### src/rtl/vec_mul_lanes_if.sv
// vec_mul_lanes_if: operand/result handshake bundle for the lane-parallel multiplier.
// Carries the input valid/ready/operands and the output valid/ready/products.
// The out_sum member exists only when VEC_MUL_SUM_EN is defined.
interface vec_mul_lanes_if #(
  parameter int LANES = 4,
  parameter int WIDTH = 8
);
  logic                       in_valid;
  logic                       in_ready;
  logic                       in_signed;
  logic [LANES*WIDTH-1:0]     in_a;
  logic [LANES*WIDTH-1:0]     in_b;
  logic                       out_valid;
  logic                       out_ready;
  logic [LANES*2*WIDTH-1:0]   product;
`ifdef VEC_MUL_SUM_EN
  localparam int SUM_W = 2*WIDTH + $clog2(LANES) + 1;
  logic [SUM_W-1:0]           out_sum;
`endif

  // Upstream/downstream environment side: drives operands and out_ready.
  modport master (
    output in_valid, in_signed, in_a, in_b, out_ready,
    input  in_ready, out_valid, product
`ifdef VEC_MUL_SUM_EN
    , input out_sum
`endif
  );

  // Multiplier side: consumes operands, produces results.
  modport slave (
    input  in_valid, in_signed, in_a, in_b, out_ready,
    output in_ready, out_valid, product
`ifdef VEC_MUL_SUM_EN
    , output out_sum
`endif
  );
endinterface

### src/rtl/vec_mul_lanes.sv
// vec_mul_lanes: LANES independent WIDTH x WIDTH multipliers, signed or unsigned per
// transaction, in a STAGES-deep valid/ready pipeline. Slot 1 registers the full
// products, the remaining slots are pure delay. The whole pipe freezes while the
// output holds valid data that downstream refuses.
// Optional feature macro: VEC_MUL_SUM_EN adds out_sum, the sum of the lane products,
// registered in the last slot from slot STAGES-1 (requires STAGES >= 2).
module vec_mul_lanes #(
  parameter int LANES  = 4,
  parameter int WIDTH  = 8,
  parameter int STAGES = 2
) (
  input  logic           clk,
  input  logic           rst,
  vec_mul_lanes_if.slave bus
);
  localparam int PW = 2*WIDTH;
  localparam int PV = LANES*PW;

  logic [STAGES-1:0] valid_q;
  logic [PV-1:0]     data_q [STAGES];
  logic [PV-1:0]     lane_prod;
  logic              stall;
  logic              accept;

  assign stall        = valid_q[STAGES-1] && !bus.out_ready;
  assign bus.in_ready = !stall;
  assign accept       = bus.in_valid && !stall;
  assign bus.out_valid = valid_q[STAGES-1];
  assign bus.product   = data_q[STAGES-1];

  // Per-lane operand extension; truncating the 2W-bit product of the extended
  // operands gives the exact signed or unsigned result.
  for (genvar i = 0; i < LANES; i++) begin : g_lane
    logic [WIDTH-1:0] a;
    logic [WIDTH-1:0] b;
    logic [PW-1:0]    ext_a;
    logic [PW-1:0]    ext_b;
    assign a     = bus.in_a[i*WIDTH +: WIDTH];
    assign b     = bus.in_b[i*WIDTH +: WIDTH];
    assign ext_a = bus.in_signed ? {{WIDTH{a[WIDTH-1]}}, a} : {{WIDTH{1'b0}}, a};
    assign ext_b = bus.in_signed ? {{WIDTH{b[WIDTH-1]}}, b} : {{WIDTH{1'b0}}, b};
    assign lane_prod[i*PW +: PW] = ext_a * ext_b;
  end

  // Pipeline slots: bubbles advance but leave data untouched so product keeps its last value.
  always_ff @(posedge clk) begin
    if (rst) begin
      valid_q <= '0;
      for (int k = 0; k < STAGES; k++) data_q[k] <= '0;
    end else if (!stall) begin
      valid_q[0] <= accept;
      if (accept) data_q[0] <= lane_prod;
      for (int k = 1; k < STAGES; k++) begin
        valid_q[k] <= valid_q[k-1];
        if (valid_q[k-1]) data_q[k] <= data_q[k-1];
      end
    end
  end

`ifdef VEC_MUL_SUM_EN
  localparam int SUM_W = PW + $clog2(LANES) + 1;

  if (STAGES < 2) begin : g_bad_stages
    $error("vec_mul_lanes: VEC_MUL_SUM_EN needs STAGES >= 2");
  end

  // The mode bit only matters until the sum is formed, so the last slot does not keep it.
  logic [STAGES-2:0] mode_q;
  logic [SUM_W-1:0]  lane_ext [LANES];
  logic [SUM_W-1:0]  sum_next;
  logic [SUM_W-1:0]  sum_q;

  for (genvar i = 0; i < LANES; i++) begin : g_ext
    logic [PW-1:0] p;
    assign p = data_q[STAGES-2][i*PW +: PW];
    assign lane_ext[i] = mode_q[STAGES-2] ? {{(SUM_W-PW){p[PW-1]}}, p}
                                          : {{(SUM_W-PW){1'b0}}, p};
  end

  // Adder tree over the extended lane products of slot STAGES-1.
  always_comb begin
    sum_next = '0;
    for (int i = 0; i < LANES; i++) sum_next = sum_next + lane_ext[i];
  end

  // Mode bits follow their data; the sum loads alongside the last data slot.
  always_ff @(posedge clk) begin
    if (rst) begin
      mode_q <= '0;
      sum_q  <= '0;
    end else if (!stall) begin
      if (accept) mode_q[0] <= bus.in_signed;
      for (int k = 1; k < STAGES-1; k++) begin
        if (valid_q[k-1]) mode_q[k] <= mode_q[k-1];
      end
      if (valid_q[STAGES-2]) sum_q <= sum_next;
    end
  end

  assign bus.out_sum = sum_q;
`endif
endmodule

### src/flat_wrapper.sv
// flat-port wrapper written by rule: the top's interface ports become plain ports
module vec_mul_lanes_flat 
#(
  parameter int LANES  = 4,
  parameter int WIDTH  = 8,
  parameter int STAGES = 2
)
  (clk, rst, bus_in_valid, bus_in_signed, bus_in_a, bus_in_b, bus_out_ready, bus_in_ready, bus_out_valid, bus_product);
  vec_mul_lanes_if #(.LANES(LANES), .WIDTH(WIDTH)) bus_i ();
  input  logic clk;
  input  logic rst;
  input wire logic [$bits(bus_i.in_valid)-1:0] bus_in_valid;
  input wire logic [$bits(bus_i.in_signed)-1:0] bus_in_signed;
  input wire logic [$bits(bus_i.in_a)-1:0] bus_in_a;
  input wire logic [$bits(bus_i.in_b)-1:0] bus_in_b;
  input wire logic [$bits(bus_i.out_ready)-1:0] bus_out_ready;
  output wire logic [$bits(bus_i.in_ready)-1:0] bus_in_ready;
  output wire logic [$bits(bus_i.out_valid)-1:0] bus_out_valid;
  output wire logic [$bits(bus_i.product)-1:0] bus_product;
  assign bus_i.in_valid = bus_in_valid;
  assign bus_i.in_signed = bus_in_signed;
  assign bus_i.in_a = bus_in_a;
  assign bus_i.in_b = bus_in_b;
  assign bus_i.out_ready = bus_out_ready;
  assign bus_in_ready = bus_i.in_ready;
  assign bus_out_valid = bus_i.out_valid;
  assign bus_product = bus_i.product;
  vec_mul_lanes #(.LANES(LANES), .WIDTH(WIDTH), .STAGES(STAGES)) u_core (.clk(clk), .rst(rst), .bus(bus_i));
endmodule
### config.mk
export PLATFORM = sky130hd
export DESIGN_NAME = vec_mul_lanes_flat
export DESIGN_NICKNAME = d
export VERILOG_FILES = /design/src/rtl/vec_mul_lanes_if.sv /design/src/rtl/vec_mul_lanes.sv /design/src/flat_wrapper.sv
export SDC_FILE = /design/constraint.sdc
export NUM_CORES = 1
export LEC_CHECK = 0
export BUFFER_PORTS_ARGS = -buffer_cell sky130_fd_sc_hd__buf_2
export CAP_MARGIN = 10
export CELL_PAD_IN_SITES_DETAIL_PLACEMENT = 0
export CELL_PAD_IN_SITES_GLOBAL_PLACEMENT = 2
export CORE_MARGIN = 1
export CORE_UTILIZATION = 44
export DETAILED_ROUTE_END_ITERATION = 8
export PLACE_DENSITY_LB_ADDON = 0.1
export SYNTH_ARGS = -nofsm -noshare
export SYNTH_HDL_FRONTEND = slang
export SYNTH_SLANG_ARGS = --single-unit
### constraint.sdc
create_clock -name clk -period 14.7 [get_ports clk]
set_input_delay 2.94 -clock clk [delete_from_list [all_inputs] [get_ports clk]]
set_output_delay 2.94 -clock clk [all_outputs]
set_load 0.1 [all_outputs]
==> summary.md, run 1 <==
The pre-antenna-repair detailed-routing pass consisted of 6 iterations. During I/O placement, the number of pins put on the boundary was 135. The cell type with the highest occurrence count on the critical path is fa_1. The worst path meets setup with 6.45 ns of slack.

For the count of endpoints failing hold in the final timing report, the log shows 0. Counting flops and latches in the post-synthesis netlist gives 130. TritonCTS built the clock tree. Entering global routing, the biggest net connects 65 pins. The die is 214 microns wide. The number of buffers inserted by port buffering is 134. The run gives 94.2 uV as the maximum resistive drop on vdd. The logs give 0 for the buffer count from post-CTS setup fixing and 19,700 sq um for the netlist area before placement. The run gives 45,700 sq um as the area enclosed by the die boundary.

Summing internal, switching and leakage power gives 3.21 mW. The tree is rooted in a clkbuf_16. The H-tree level count was 4. The critical path goes through buf_2 -> buf_4 -> and2_1 -> nand2_1 -> fa_1 -> fa_1 -> inv_1 -> fa_1 -> inv_1 -> fa_1 -> inv_1 -> fa_1 -> inv_1 -> fa_1 -> inv_1 -> ha_1 -> o2bb2a_1 -> o31ai_1 -> o41ai_2 -> xor2_1 -> nor2_1.

For the synthesized instance count, the log shows 2,031. The TritonCTS buffer count is 17. Internal power comes to 1.71 mW. Once the floorplan was initialized, standard cells occupied 44.6% of the core. The first global-routing pass estimated 69.4 mm of wire.

OpenSTA, run right after detailed placement, puts the worst setup slack at 6.00 ns. The critical path is of the in2reg type. Transition time at the pin with the least slew margin: 0.904 ns.

The path depth of the worst reg2reg path is 4. For the leakage power, the log shows 10.4 nW. Dividing total power by cell area gives a power density of 153 nW/um^2.

On the worst path, the slowest cell contributes a delay of 0.61 ns. Average cell area after synthesis: 9.71 sq um. The post-synthesis async set-or-reset flop share is 0%. The peak fanout along the critical path is 46, and the required time at the worst-slack endpoint is 14.85 ns. The worst path uses 56.1% of the clock period.

Leaving out fill and tap cells, the most frequent cells in the layout are 449 x inv_1, 293 x and2_1, 276 x fa_1, 214 x ha_1, 134 x buf_2. After detailed routing, the number of remaining DRC violations is 0. Across all register-to-register paths, the minimum setup slack is 12.75 ns. The number of enable-type register cells in the synthesized netlist was 128. Dividing the detail-routed wire length by the instance count gives 15.8 microns. Setup violations remaining at the end of the flow were counted as 0. Yosys mapped the design onto 48 distinct sky130hd cell types.

The run finished with clean final reports. Post-synthesis sequential area ratio: 19.7%. The worst hold path begins at u_core.data_q[0][22]. The detail-routed via count per cell was 4.74.

The worst setup path is launched from an input port. The total of max-cap violations came out at 0. STA puts the critical path data arrival time at 8.40 ns.

The detailed router placed 12.6k vias in this run. The final critical-path required period works out to 8.25 ns. Leaving out fill and tap cells, the most frequent cell in the layout is inv_1. The aggregate negative setup slack is 0 ns. The type of the worst min-delay path was reg2reg.

The number of nets produced by synthesis is 2,590. Highest-delay cell along the critical path: fa_1. The global placer's final weighted congestion was 0.811. The number of warnings reported in the yosys synthesis log is 0, and the aggregate global routing overflow is 0. The run gives 42.1 mm as the aggregate routed wire length. The floorplan has 77 rows. The initial antenna violation count is 0, and the relative slew slack is 39.7%. Post-cts sizing count: 0. Global routing used 19.5% of the available tracks across all layers. The signed area change from the synthesized netlist to the final layout came out at 6.56%. STA classifies the critical path endpoint as a flip-flop.

The part of the power in the clock network came out at 12.9%. The first routing iteration left 374 violations. For this design, the CTS-stage hold fixing added 0 buffers. The tools report the max-slew violation count as 0. The peak clock frequency supported by timing is 0.121 GHz, and the hold-critical path depth is 1. The switching share of power works out to 46.9%. Setup skew after layout: 0.0215 ns. The clock passes through at most 2 buffers. 0 antenna diodes ended up in the layout. The worst hold path endpoint is u_core.data_q[0][86].

The standard cell core area was 44,200 sq um; the clock transition at the registers of the reported paths was 0.07 ns. The via count of the first global-routing pass is 13.5k, and the total number of clock tree sinks is 130. The tools report the launch instance of the worst register-to-register path as u_core.valid_q[1].

The floorplan step set the die height to 214 microns. For the combinational fraction of design power, the log shows 70.2%. Once detail routing completed, the nets flagged for antenna violations numbered 0. Switching power total: 1.51 mW.

Sequential cells burn 16.9% of the power. The clock latency on the worst-skew pair came out at 0.44 ns. Setup repair after global routing left no endpoint under its margin. The post-route netlist has 9.12% of its cells at a drive strength greater than 1. The endpoint identified for the worst register-to-register timing path is u_core.data_q[0][16]. The logs give 2,618 for the net count of the finished layout and 34.3 mm for the HPWL after detailed placement.

In the synthesized netlist the dominant register cell turns out to be edfxtp_1.
power groups by stage:
stage / clock (mW) / combinational (mW) / sequential (mW)
4_1_cts: 0.427 / 2.30 / 0.547
3_3_place_gp: 0 / 2.27 / 0.553
3_5_place_dp: 0 / 2.28 / 0.554
6_report: 0.414 / 2.26 / 0.544
2_1_floorplan: 0 / 1.88 / 0.541
5_1_grt: 0.438 / 2.61 / 0.553
final cells by class:
class | instances | area, sq um
clock buffer | 17 | 425
clock inverter | 15 | 139
fill | 4276 | 23200
inverter | 450 | 1690
multi-input combinational | 1323 | 13400
sequential | 130 | 3880
tap | 592 | 741
timing repair buffer | 137 | 693
through the flow:
| stage | util (%) | instances | hold slack (ns) | instance area, sq um |
|---|---|---|---|---|
| 6_report | 47.5 | 2664 | 0.514 | 21000 |
| 5_1_grt | 47.5 | 2664 | 0.533 | 21000 |
| 4_1_cts | 47.5 | 2664 | 0.515 | 21000 |
| 3_5_place_dp | 46.2 | 2632 | 0.503 | 20400 |
| 3_3_place_gp | 46.2 | 2632 | 0.488 | 20400 |
| 2_1_floorplan | - | 2031 | 0.458 | 19700 |
state kept, by name (all words and copies together) (netlist names):
register / flops
u_core.data_q: 128
u_core.valid_q: 2
synth_stat cells, drive strengths merged (14+ instances only):
cell / count / share of area, %
nand2: 105 / 2.0
nor2: 82 / 1.6
clkbuf: 60 / 1.1
and3: 25 / 0.79
inv: 450 / 8.6
o21a: 16 / 0.61
nand2b: 14 / 0.44
edfxtp: 128 / 19
ha: 214 / 14
xor2: 37 / 1.6
a21o: 16 / 0.61
o21ai: 33 / 0.84
xnor2: 95 / 4.2
a21oi: 38 / 0.96
buf: 68 / 2.5
fa: 276 / 28
and2: 295 / 9.4
worst max path at each step:
stage | slack [ns] | cells after the start | to | from
2_1_floorplan | 6.25 | 22 | u_core.data_q[0][30] | bus_in_signed
3_3_place_gp | 6.02 | 21 | u_core.data_q[0][30] | bus_in_signed
3_5_place_dp | 6.00 | 21 | u_core.data_q[0][30] | bus_in_signed
4_1_cts | 6.44 | 21 | u_core.data_q[0][30] | bus_in_signed
5_1_grt | 6.14 | 21 | u_core.data_q[0][30] | bus_in_signed
6_report | 6.45 | 21 | u_core.data_q[0][30] | bus_in_signed
kinds of logic (layout without fill, tap and decap cells):
group / Yosys count / in the layout / share of synthesized area [%]
xor gates and xnor gates: 136 / 136 / 6.32
DFF: 130 / 130 / 19.7
AOI/OAI and AO/OA: 145 / 145 / 4.98
muxes: 2 / 2 / 0.108
buffers and inverters: 578 / 619 / 12.3
and+or+nand+nor: 550 / 550 / 15.0
adders and majority gates: 490 / 490 / 41.6
metal layers:
metal	global-route usage, %	wire, microns	up-vias
li1	-	-	6211
met1	25.4	19300	6247
met2	35.1	21200	159
met3	2.09	1250	21
met4	4.01	356	0
met5	0	0	-
critical path: cells and delay by family:
| kind | cells | cell delay, ns |
|---|---|---|
| simple gates | 3 | 0.48 |
| xor+xnor | 1 | 0.17 |
| buf+inv | 7 | 0.74 |
| compound gates | 3 | 0.60 |
| fa+ha+maj | 7 | 3.43 |
(Power assumes the default switching activity.)
==> run 2, diff against run 1 <==
ABC_AREA = 1   (was default)
CORE_UTILIZATION = 38   (was 44)
clock period = 7.6 ns   (was 14.7 ns; I/O delays follow)
==> summary.md, run 2 <==
The initial core utilization came out at 38.5%. The tightest min-delay check is of the reg2reg type. Buffers added to address setup during post-CTS repair amount to 0. The number of buffers inserted by port buffering is 134, and the max-slew violation count is 0.

For the diode insertion count for antenna repair, the log shows 0. Data arrival time of the critical path: 6.93 ns. In this run the clock root is driven by a clkbuf_16.

Worst hold path endpoint: u_core.valid_q[1]. Entering global routing, the biggest net connects 65 pins. For this design the static power due to leakage is 13.0 nW. The startpoint of the tightest hold check path is u_core.valid_q[0]. After synthesis, the mean cell area works out to 7.78 sq um. Counting flops with a built-in enable in the synthesized netlist gives 128. For the aggregate routed wire length, the log shows 47.5 mm. For this design the top-level I/O count stands at 135. The standard cell core area was 53,800 sq um. Counting distinct cell types in the post-synthesis netlist gives 36. The placed standard-cell area was 21,500 sq um; the signed area change from the synthesized netlist to the final layout was 6.47%.

Clock-pin slew was measured on the worst setup and hold paths at 0.06 ns. In the synthesized netlist the dominant register cell turns out to be edfxtp_1. The count of endpoints failing hold in the final timing report came out at 0.

The number of placement rows came out at 85. The tools report the type of element capturing the critical path as a flip-flop. The most common cell in the synthesized netlist is inv_1.

For this run, the register share of the synthesized area comes to 18.7%. Most common library cell in the layout ignoring fill and taps: inv_1. The startpoint identified for the worst register-to-register timing path is u_core.valid_q[1].

For this run the aggregate overflow at the end of global routing stands at 0. The peak fanout along the critical path is 18. Setup violations remaining at the end of the flow were counted as 0. The post-synthesis register bit count is 130, and the flip-flop count of the largest register, all copies and words added is 128. The tools report the antenna violation net count after detailed routing as 0.

For the relative slew slack, the log shows 38.0%. For this run, asynchronously set or reset flops after synthesis account for 0%. The die covers 55,500 sq um. The congestion estimate from routability-driven global placement came to 0.823. For met1 alone, demand over resource in global routing was 24.1%. Setup repair after global routing left no endpoint under its margin.

The tools report the synthesized instance count as 2,665. For met2 alone, demand over resource in global routing was 32.6%. For this run, the total global-route usage over all layers was measured as 18.4%.

TritonCTS built the clock tree. The total of max-cap violations was 0; the initial antenna violation count was 1. The number of cells on the worst reg-to-reg path is 10. The sequential cells in the finished layout cover a total of 3880 sq um.

Adding up every negative setup slack in the final design gives 0 ns. The run gives 7.80 ns as the required time at the worst-slack endpoint. Before antenna repair, the detailed router went through 5 iterations.

The largest registers in the layout are u_core.data_q x128, u_core.valid_q x2. Global routing consumed, on the met3 layer, 2.27% of the routing resources. At the pin with the least slew margin, the transition time is 0.930 ns. The worst setup path is of the in2reg kind. The setup skew after layout came out at 0.0154 ns. The die is 236 microns tall.

By area the synthesized netlist is led by fa_1 27%, edfxtp_1 19%, inv_1 16%. The synthesized design spends more area on one cell type than any other, namely fa_1. The routed design could run at a clock period as short as 6.73 ns. The logs give 0.149 GHz for the peak clock frequency supported by timing and 20,700 sq um for the netlist area before placement. The floorplan step set the die width to 236 microns.

The HPWL after detailed placement was 39.3 mm. The mean routed wirelength per cell was 14.0 microns. After clock tree synthesis, the flow added hold-fix buffers numbering 0.

Across the VDD grid, the largest voltage drop is 156 uV. The post-route DRC violation count came out at 0. The run finished with clean final reports. The final cell count without fillers came out at 3,386. The worst register-to-register path ends at u_core.data_q[0][27]. Dividing total power by cell area gives a power density of 279 nW/um^2.

The commonest cells after synthesis are 869 x inv_1, 531 x nand2_1, 276 x fa_1, 214 x ha_1, 166 x nor2_1. The number of placed instances, taps included, is 3,354. The clock latency on the worst-skew pair came out at 0.45 ns. Counting flops per register, the top entry is u_core.data_q. For the number of nets produced by synthesis, the log shows 3,224. The global routing stage identified its most utilized layer as met2. Summing all multi-input logic gate instances after layout gives 12,700 sq um. The cell area after layout was 22,100 sq um; the total number of clock tree sinks was 130.

The logs give 15.1k for the total via count in the routed design and 5,690 for the layout filler cell count. Cells fill 41.0% of the core in the end. Leaving out fill and tap cells, the most frequent cells in the layout are 869 x inv_1, 529 x nand2_1, 276 x fa_1, 214 x ha_1, 166 x nor2_1. The via count of the first global-routing pass was 16.1k; the fraction of the cycle the final worst path needs was 88.5%. In this run the biggest area consumer among cell types represents 26.7% of the synthesized area. The violation count after the first detailed-routing iteration was 585.

Setup slack of the worst register-to-register path: 4.59 ns. Startpoint type of the worst setup path: an input port. After clock tree synthesis, the repair step resized 0 gates.

The run gives 4 as the H-tree level count. The maximum number of buffers from clock root to sink was 2. For the net count of the finished layout, the log shows 3,236. Number of warnings reported in the yosys synthesis log: 0.

Of the cells placed in the final design, the portion with a size suffix greater than 1 is 7.96%. The TritonCTS buffer count was 17. After detailed routing, the number of vias per cell comes to 4.47.

The hold-critical path depth works out to 2. The first-pass GRT wire length is 81.3 mm.
[run 2: changes by cell type after synthesis, sizes merged, moves of 59 or more]
cell / before / now
nor2: 82 / 182
a21oi: 38 / 97
nand3: 7 / 73
nand2: 105 / 541
and2: 295 / 1
inv: 450 / 873
xnor2: 95 / 11
[run 2: logic make-up after synthesis]
group	Yosys count	share of synthesized area [%]
flops	130	18.7
compound gates	180	4.61
simple gates	824	16.2
buf+inv	1019	19.9
fa+ha+maj	490	39.6
xor+xnor	22	0.930
[run 2: worst max-delay path by stage]
stage	endpoint	from	slack, ns	depth (start not counted)
global route	u_core.data_q[0][14]	bus_in_signed	0.48	28
floorplan	u_core.data_q[0][14]	bus_in_signed	0.66	27
finish	u_core.data_q[0][14]	bus_in_signed	0.87	28
global placement	u_core.data_q[0][14]	bus_in_signed	0.48	28
CTS	u_core.data_q[0][14]	bus_in_signed	0.89	28
detailed placement	u_core.data_q[0][14]	bus_in_signed	0.42	28
[run 2: stage by stage]
stage,hold slack [ns],total power [mW],worst slack (ns)
detailed placement,0.465,5.41,0.419
CTS,0.476,6.28,0.886
global placement,0.454,5.40,0.483
global route,0.514,7.05,0.478
floorplan,0.437,4.51,0.659
finish,0.473,6.15,0.874
[run 2: critical path, stage by stage]
cell and delay [ns]:
buf_2 0.11, buf_4 0.34, nand2_1 0.13, inv_1 0.10, o21ai_0 0.08, nor2_1 0.12
ha_1 0.16, inv_1 0.12, fa_1 0.51, inv_1 0.06, fa_1 0.50, inv_1 0.06
fa_1 0.52, inv_1 0.05, fa_1 0.47, inv_1 0.05, fa_1 0.47, inv_1 0.04
ha_1 0.33, inv_1 0.07, nor3_1 0.25, nand3_1 0.13, nand3_1 0.14, nand2_1 0.06
nand2_1 0.06, a21oi_1 0.07, or2_2 0.26, and2_1 0.15
[run 2: layout make-up]
type | instances | area share, %
clock buffer | 17 | 1.93
clock inverter | 15 | 0.720
inverter | 873 | 14.9
multi-input combinational | 1516 | 57.7
sequential | 130 | 17.6
tap | 696 | 3.95
timing repair buffer | 139 | 3.21
[run 2: routing by layer]
layer | wire, microns | up-vias
li1 | - | 7671
met1 | 22400 | 7240
met2 | 23500 | 181
met3 | 1000 | 28
met4 | 581 | 2
met5 | 13 | -
[run 2: power by group]
part	internal [mW]	switching [mW]
Clock	0.439	0.384
Sequential	1.01	0.0423
Combinational	1.53	2.76
